===== config.mk =====
export PLATFORM = sky130hd
export DESIGN_NAME = pipeline_stall_top_p
export DESIGN_NICKNAME = d
export VERILOG_FILES = /design/src/rtl/pipeline_stall_top_p.sv
export SDC_FILE = /design/constraint.sdc
export NUM_CORES = 1
export LEC_CHECK = 0
export ABC_AREA = 1
export CAP_MARGIN = 10
export CORE_MARGIN = 3
export CORE_UTILIZATION = 54
export DETAILED_ROUTE_END_ITERATION = 6
export PLACE_DENSITY_LB_ADDON = 0.25
export SETUP_SLACK_MARGIN = 0.05
export SLEW_MARGIN = 20
export SYNTH_ARGS = -nofsm -noshare
export SYNTH_HDL_FRONTEND = slang
export SYNTH_SLANG_ARGS = --single-unit

===== constraint.sdc =====
create_clock -name clk -period 4.4 [get_ports clk]
set_input_delay 0.88 -clock clk [delete_from_list [all_inputs] [get_ports clk]]
set_output_delay 0.88 -clock clk [all_outputs]
set_load 0.01 [all_outputs]

===== src/rtl/pipeline_stall_top_p.sv =====
// Stall-able pipeline feeding a shared-resource buffer with occupancy-driven global stall.
// Optional STALL_CNT_EN adds a saturating stall_cycles counter output.
module pipeline_stall_top_p #(
   parameter int WIDTH        = 32,
   parameter int STAGES       = 3,
   parameter int DEPTH        = 4,
   parameter int STALL_THRESH = DEPTH - 1,
   parameter int RES_LATENCY  = 1
) (
   input  logic                       clk,
   input  logic                       reset,
   input  logic [WIDTH-1:0]           inputs,
   input  logic                       in_valid,
   input  logic                       flush,
   input  logic                       arbiter_grant,
   input  logic [WIDTH-1:0]           resource_output,
   output logic [WIDTH-1:0]           outputs,
   output logic                       out_valid,
   output logic                       arbiter_req,
   output logic [WIDTH-1:0]           resource_input,
   output logic                       stall_signal,
`ifdef STALL_CNT_EN
   output logic [31:0]                stall_cycles,
`endif
   output logic [$clog2(DEPTH+1)-1:0] buffer_level
);

   localparam int LW = $clog2(DEPTH + 1);
   localparam int PW = (DEPTH > 1) ? $clog2(DEPTH) : 1;

   logic [WIDTH-1:0]   stage_data_reg [STAGES];
   logic               stage_valid_reg [STAGES];
   logic [WIDTH-1:0]   mem [DEPTH];
   logic [PW-1:0]      wr_ptr_reg, wr_ptr_next;
   logic [PW-1:0]      rd_ptr_reg, rd_ptr_next;
   logic [LW-1:0]      level_reg, level_next;
   logic [RES_LATENCY-1:0] inflight_reg;
   logic               push;
   logic               pop;

   // Stall is a pure decode of the registered occupancy, so it never depends on inputs.
   assign stall_signal = (level_reg >= LW'(STALL_THRESH));
   assign buffer_level = level_reg;
   assign arbiter_req  = (level_reg != '0) && !flush;
   assign pop          = arbiter_req && arbiter_grant;
   assign push         = stage_valid_reg[STAGES-1] && !stall_signal && !flush;

   genvar gi;
   generate
      for (gi = 0; gi < STAGES; gi++) begin : g_stage
         logic [WIDTH-1:0] d_src;
         logic             v_src;
         if (gi == 0) begin : g_first
            assign d_src = inputs;
            assign v_src = in_valid;
         end else begin : g_rest
            assign d_src = stage_data_reg[gi-1];
            assign v_src = stage_valid_reg[gi-1];
         end

         always_ff @(posedge clk or posedge reset) begin
            if (reset) begin
               stage_valid_reg[gi] <= 1'b0;
               stage_data_reg[gi]  <= '0;
            end else if (flush) begin
               stage_valid_reg[gi] <= 1'b0;
            end else if (!stall_signal) begin
               stage_valid_reg[gi] <= v_src;
               stage_data_reg[gi]  <= d_src;
            end
         end
      end
   endgenerate

   // Pointers wrap explicitly so non-power-of-two depths work.
   always_comb begin
      wr_ptr_next = wr_ptr_reg;
      rd_ptr_next = rd_ptr_reg;
      level_next  = level_reg;
      if (push) begin
         wr_ptr_next = (wr_ptr_reg == PW'(DEPTH - 1)) ? '0 : wr_ptr_reg + PW'(1);
      end
      if (pop) begin
         rd_ptr_next = (rd_ptr_reg == PW'(DEPTH - 1)) ? '0 : rd_ptr_reg + PW'(1);
      end
      if (push && !pop) begin
         level_next = level_reg + LW'(1);
      end else if (!push && pop) begin
         level_next = level_reg - LW'(1);
      end
   end

   always_ff @(posedge clk or posedge reset) begin
      if (reset) begin
         wr_ptr_reg <= '0;
         rd_ptr_reg <= '0;
         level_reg  <= '0;
      end else if (flush) begin
         wr_ptr_reg <= '0;
         rd_ptr_reg <= '0;
         level_reg  <= '0;
      end else begin
         wr_ptr_reg <= wr_ptr_next;
         rd_ptr_reg <= rd_ptr_next;
         level_reg  <= level_next;
      end
   end

   always_ff @(posedge clk) begin
      if (push) begin
         mem[wr_ptr_reg] <= stage_data_reg[STAGES-1];
      end
   end

   assign resource_input = mem[rd_ptr_reg];

   // One bit per outstanding resource op; the tail marks the result cycle.
   always_ff @(posedge clk or posedge reset) begin
      if (reset) begin
         inflight_reg <= '0;
      end else if (flush) begin
         inflight_reg <= '0;
      end else begin
         inflight_reg[0] <= pop;
         for (int i = 1; i < RES_LATENCY; i++) begin
            inflight_reg[i] <= inflight_reg[i-1];
         end
      end
   end

   assign out_valid = inflight_reg[RES_LATENCY-1] && !flush;
   assign outputs   = resource_output;

`ifdef STALL_CNT_EN
   logic [31:0] stall_cnt_reg;

   always_ff @(posedge clk or posedge reset) begin
      if (reset) begin
         stall_cnt_reg <= '0;
      end else if (stall_signal && (stall_cnt_reg != 32'hFFFF_FFFF)) begin
         stall_cnt_reg <= stall_cnt_reg + 32'd1;
      end
   end

   assign stall_cycles = stall_cnt_reg;
`endif

endmodule


==> out/results.ini, run 1 <==
[setup_path]
r2r_cells = 6
cp-end-kind = primary output
r2r_setup_slack_ns = 2.06
arrival_ns = 2.96
r2r-end = mem[0][17]$_DFFE_PP_
cp-startpoint = rd_ptr_reg[0]$_DFFE_PP0P_
reg2reg_from = buffer_level[1]$_DFFE_PP0P_
endpoint = resource_input[0]
crit_type = reg -> out
cp_max_fo = 39
cp-start-kind = flip-flop
required_ns = 3.52

[power]
p_leak_nw = 4.30
combPwrFrac_pct = 17.8
share_clk_of_total_power_pct = 33.1
ir_drop_v = 0.000262
p_seq_share_pct = 49.1
p_int_mw = 4.20
total_power_mw = 5.76
power_per_cell_area_nw_per_um2 = 545
netSwitchingFraction_pct = 27.1
switchingPower_mw = 1.56

[min_path]
worstHoldPathType = reg -> reg

[timing]
max_freq_mhz = 260
finalClockSkew_ns = 0.0145
worstMarginPinSlew_ns = 1.00
final_max_slew_viol_count = 0
rsz0062_at_grt = false
worst_slack_ns = 0.560
finalSetupViolations = 0
setup-tns-final_ns = 0
fin_crit_ns = 3.84
hold_viol_final = 0
period_share_pct = 87.3
max_slew_margin_pct = 33.2

[synth]
avgSynthCellArea_sq_um = 11.5
synth_top_area_share_pct = 42.0
yosysSeqAreaShare_pct = 71.3
syn_inst = 797
synth_nets = 872
yosysWarnings = 0
synth.distinct_cells = 25
yosys.area.top_type = edfxtp_1
synth_seq_cells = 235
synth.area.top_cells = edfxtp_1 42%, dfrtp_1 29%, nand2_1 7.5%
netlist_area_sq_um = 9140

[cells_and_area]
fin_nets = 911
largest_reg_flops = 128
design_area_sq_um = 10600
fill_cells = 1239
final_common_cell = nand2_1
multi_input_area_sq_um = 2020
final_layout_size_suffix_gt1_share_pct = 6.34
synthToLayoutAreaGrowth_pct = 15.8
layout_common_cells = 182 x nand2_1, 131 x o21ai_0, 128 x edfxtp_1, 106 x dfrtp_1, 74 x clkdlybuf4s50_1
regArea_sq_um = 6520
n_antenna_cell = 0
stdcell_count = 1068

[floorplan]
die_area_sq_um = 18500
die_w_microns = 136
io_pins = 139
core_sq_um = 16200
num_rows = 46
initial_utilization_pct = 56.3
die_h_microns = 136

[detailed_routing]
routed_wl_microns = 17400
vias_per_cell = 5.30
postRouteAntennaNets = 0
drc = 0
firstDrtPassIters = 5
vias = 5659
drt_iter0_markers = 542
routedWlPerCell_microns = 16.3

[global_routing]
grt_pass1_wl_microns = 28200
grt_start_max_net_pins = 70
track_usage_pct = 19.2
grt_pass1_vias = 5643
gr-total-overflow = 0
antenna_found_initial = 0

[place]
place_area_sq_um = 9850
dpl.cell_count = 1027
place_hpwl_microns = 10400
portBuffers = 74
place_ws_ns = 1.05
place.gp.congestion = 0.817

[clock_network]
cts-hold-fix-buffers = 0
cts_tree = built
clock-sinks = 235
post_cts_buffers = 0
cts_max_path_buffers = 3
worstSkewPairLatency_ns = 0.49
cts_resized = 0
numCtsBuffers = 23
h-tree-depth = 1
clk_pin_slew_worst_paths_ns = 0.06
clockRootBuffer = clkbuf_16

[run_status]
status = complete, no violations

[run]
drv_cap = 0

-- area by class of cell --
type,instances,share of cell area [%]
clock inverters,15,1.44
repair buffers,85,7.90
multi-input cells,438,19.0
flip-flops and latches,235,61.6
clock buffers,26,5.54
well taps,216,2.55
inverters,53,1.90
-- critical path, cell delays in order (launching register included) --
cell             delay, ns
dfrtp_2               0.36
clkinv_1              0.74
buf_4                 0.53
o21ai_0               0.25
o22ai_1               0.11
clkdlybuf4s50_1       0.48
-- kinds of logic after synthesis --
kind of cell	Yosys count	synth area share, %
simple gates	263	11.2
buf+inv	124	6.72
flops	235	71.3
xor+xnor	1	0.0958
compound gates	168	9.73
fa+ha+maj	6	0.903
-- power groups by stage --
stage | combinational (mW) | clock, mW | sequential [mW]
6_report | 1.03 | 1.91 | 2.83
5_1_grt | 1.16 | 2.03 | 2.86
4_1_cts | 1.05 | 1.94 | 2.82
3_5_place_dp | 1.04 | 0 | 2.86
3_3_place_gp | 1.01 | 0 | 2.84
2_1_floorplan | 0.643 | 0 | 2.79
-- synthesized netlist by cell type (all sizes together) --
library cell,n
fa,1
a21oi,2
o21a,1
clkinv,1
nand2,183
nand3,7
buf,46
nor2,71
xor2,1
o21ai,131
dfrtp,107
inv,52
clkbuf,25
edfxtp,128
nand3b,1
o22ai,34
nand4,1
ha,5
-- how the worst min path moves through the flow --
stage          slack [ns]                             start  cells past startpoint                               end
2_1_floorplan        0.44  g_stage[1].d_src[31]$_DFFE_PP0P_                      2  g_stage[2].d_src[31]$_DFFE_PP0P_
3_3_place_gp         0.45  g_stage[2].d_src[31]$_DFFE_PP0P_                      2    stage_data_reg[31]$_DFFE_PP0P_
3_5_place_dp         0.45   g_stage[2].d_src[0]$_DFFE_PP0P_                      2     stage_data_reg[0]$_DFFE_PP0P_
4_1_cts              0.47  g_stage[2].d_src[19]$_DFFE_PP0P_                      2    stage_data_reg[19]$_DFFE_PP0P_
5_1_grt              0.49  g_stage[2].d_src[18]$_DFFE_PP0P_                      2    stage_data_reg[18]$_DFFE_PP0P_
6_report             0.47   g_stage[2].d_src[2]$_DFFE_PP0P_                      2     stage_data_reg[2]$_DFFE_PP0P_
-- stage by stage --
step           hold slack, ns  util (%)
2_1_floorplan           0.442         -
3_3_place_gp            0.449      60.7
3_5_place_dp            0.454      60.7
4_1_cts                 0.470      65.2
5_1_grt                 0.493      65.2
6_report                0.466      65.2
-- routing by layer --
metal  share of wire, %  wire, microns  GRT usage [%]  up-vias
met5                  0              0              0        -
met4                2.9            507           7.28        0
met3                5.5            956           2.85       54
met2                 47           8140           30.7      162
met1                 45           7820           27.1     2714
li1                   -              -              -     2729
Power figures use the tool's default switching activity.
==> run 2: changes to the inputs <==
Settings changed: RECOVER_POWER from default to 50, TNS_END_PERCENT from default to 20.
==> run 2 against run 1 <==
Against the previous run:
- the flow now finishes with violations (max-capacitance violations, max-slew violations)
- worst setup slack got worse by 0.0092 ns
- global-route usage did not move
- sequential share of layout area barely moved
- utilization hardly changed
- critical path depth is the same
- flip-flop and latch count did not move
- register-to-register slack barely moved
- clock skew about the same
- first-iteration DRC count up 0.18%
- maximum frequency shrank 0.24%
- count of clock-buffer cells in the layout unchanged
- sequential power about the same
- largest cell class unchanged
==> out/results.ini, run 2 (synthesis gave the netlist of run 1 again) <==
[cells_and_area]
synthToLayoutAreaGrowth_pct = 15.7  ; about the same
final_common_cell = nand2_1
layout_common_cells = 182 x nand2_1, 131 x o21ai_0, 128 x edfxtp_1, 106 x dfrtp_1, 72 x clkdlybuf4s50_1
multi_input_area_sq_um = 2020  ; unchanged
final_layout_size_suffix_gt1_share_pct = 6.10  ; -0.23 points
n_antenna_cell = 0  ; unchanged
fin_nets = 911  ; unchanged
regArea_sq_um = 6520  ; unchanged
fill_cells = 1241  ; +0.16%
largest_reg_flops = 128  ; unchanged
fin_util_pct = 65.2  ; about the same

[timing]
finalClockSkew_ns = 0.0146  ; +0.0000207 ns
fin_crit_ns = 3.85  ; +0.00918 ns
max_freq_mhz = 260  ; -0.24%
worstMarginPinSlew_ns = 1.96  ; +0.954 ns
hold_viol_final = 0  ; unchanged
final_max_slew_viol_count = 79  ; +79
max_slew_margin_pct = -31.1  ; -64 points
rsz0062_at_grt = false
setup-tns-final_ns = 0  ; unchanged
finalSetupViolations = 0  ; unchanged
period_share_pct = 87.5  ; +0.21 points

[clock_network]
numCtsBuffers = 23  ; unchanged
post_cts_buffers = 0  ; unchanged
clock-sinks = 235  ; unchanged
cts_resized = 0  ; unchanged
cts-hold-fix-buffers = 0  ; unchanged
worstSkewPairLatency_ns = 0.49  ; about the same
clk_pin_slew_worst_paths_ns = 0.06  ; about the same
clockRootBuffer = clkbuf_16
cts_max_path_buffers = 3  ; unchanged
cts_tree = built
h-tree-depth = 1  ; unchanged

[setup_path]
cp-end-kind = primary output
arrival_ns = 2.97  ; about the same
crit_chain = clkinv_1 > buf_4 > o21ai_0 > o22ai_1 > clkdlybuf4s50_1
crit_type = reg -> out
r2r_setup_slack_ns = 2.06  ; about the same
cp-start-kind = flip-flop
required_ns = 3.52  ; about the same
reg2reg_from = buffer_level[1]$_DFFE_PP0P_
cpMaxStageDelayCell = clkinv_1
cp_max_fo = 39  ; unchanged
slowest_delay_ns = 0.74  ; about the same
r2r_cells = 6  ; unchanged
r2r-end = mem[0][17]$_DFFE_PP_

[run_status]
status = complete, but fails checks
violations = max-capacitance violations, max-slew violations

[place]
place.gp.congestion = 0.817  ; unchanged
place_hpwl_microns = 10400  ; unchanged
portBuffers = 74  ; unchanged

[detailed_routing]
routedWlPerCell_microns = 16.3  ; -0.27%
drc = 0  ; unchanged
postRouteAntennaNets = 0  ; unchanged
vias_per_cell = 5.30  ; about the same
drt_iter0_markers = 543  ; +0.18%
firstDrtPassIters = 5  ; unchanged
vias = 5663  ; +0.071%
routed_wl_microns = 17400  ; -0.27%

[min_path]
hold_depth = 2  ; unchanged
hold_start = g_stage[2].d_src[2]$_DFFE_PP0P_
min_to = stage_data_reg[2]$_DFFE_PP0P_
worstHoldPathType = reg -> reg

[power]
ir_drop_v = 0.000261  ; -0.12%
power_per_cell_area_nw_per_um2 = 544  ; about the same
p_leak_nw = 4.29  ; -0.16%

[floorplan]
die_area_sq_um = 18500  ; unchanged
initial_utilization_pct = 56.3  ; unchanged
die_w_microns = 136  ; unchanged
io_pins = 139  ; unchanged
num_rows = 46  ; unchanged
die_h_microns = 136  ; unchanged
core_sq_um = 16200  ; unchanged

[run]
drv_cap = 2  ; +2

[global_routing]
grt_pass1_wl_microns = 28200  ; unchanged
track_usage_pct = 19.2  ; unchanged
antenna_found_initial = 0  ; unchanged
grt_pass1_vias = 5643  ; unchanged
grt_start_max_net_pins = 70  ; unchanged
gr-total-overflow = 0  ; unchanged

[run 2: how the worst max path moves through the flow]
stage / from / endpoint / slack (ns)
3_3_place_gp: rd_ptr_reg[0]$_DFFE_PP0P_ / resource_input[14] / 1.16
6_report: rd_ptr_reg[0]$_DFFE_PP0P_ / resource_input[0] / 0.55
3_5_place_dp: rd_ptr_reg[0]$_DFFE_PP0P_ / resource_input[0] / 1.05
2_1_floorplan: reset / buffer_level[0]$_DFFE_PP0P_ / 0.70
5_1_grt: rd_ptr_reg[0]$_DFFE_PP0P_ / resource_input[0] / 0.30
4_1_cts: rd_ptr_reg[0]$_DFFE_PP0P_ / resource_input[0] / 0.54
[run 2: critical path: cells and delay by family (launching register included)]
kind | cells | cell delay, ns
buffers and inverters | 3 | 1.75
AOI/OAI and AO/OA | 2 | 0.36
DFF | 1 | 0.36
[run 2: metrics by stage]
| stage | hold WS [ns] | cells | power, mW | instance area (sq um) | worst slack [ns] |
|---|---|---|---|---|---|
| after floorplan | 0.442 | 797 | 3.43 | 9140 | 0.703 |
| after global placement | 0.449 | 1027 | 3.85 | 9850 | 1.16 |
| after detailed placement | 0.454 | 1027 | 3.90 | 9850 | 1.05 |
| after CTS | 0.470 | 1068 | 5.82 | 10600 | 0.537 |
| after global routing | 0.493 | 1068 | 6.04 | 10600 | 0.301 |
| final | 0.468 | 1068 | 5.76 | 10600 | 0.551 |
[run 2: area by class of cell]
| class | instances | share of cell area [%] |
|---|---|---|
| flip-flops and latches | 235 | 61.7 |
| clock inverters | 15 | 1.44 |
| multi-input cells | 438 | 19.1 |
| repair buffers | 85 | 7.84 |
| clock buffers | 26 | 5.55 |
| inverters | 53 | 1.89 |
| well taps | 216 | 2.56 |
[run 2: where the power goes]
group / total (mW) / switching [mW] / internal [mW] / leakage, nW
Clock: 1.91 / 0.771 / 1.13 / 0.351
Sequential: 2.83 / 0.195 / 2.63 / 2.51
Combinational: 1.03 / 0.593 / 0.433 / 1.42
Total: 5.76 / 1.56 / 4.20 / 4.29
[run 2: routing by layer]
layer	GRT usage, %	vias to the layer above	wire, microns
li1	-	2729	-
met1	27.1	2700	7720
met2	30.7	178	8160
met3	2.85	56	981
met4	7.28	0	520
met5	0	-	0
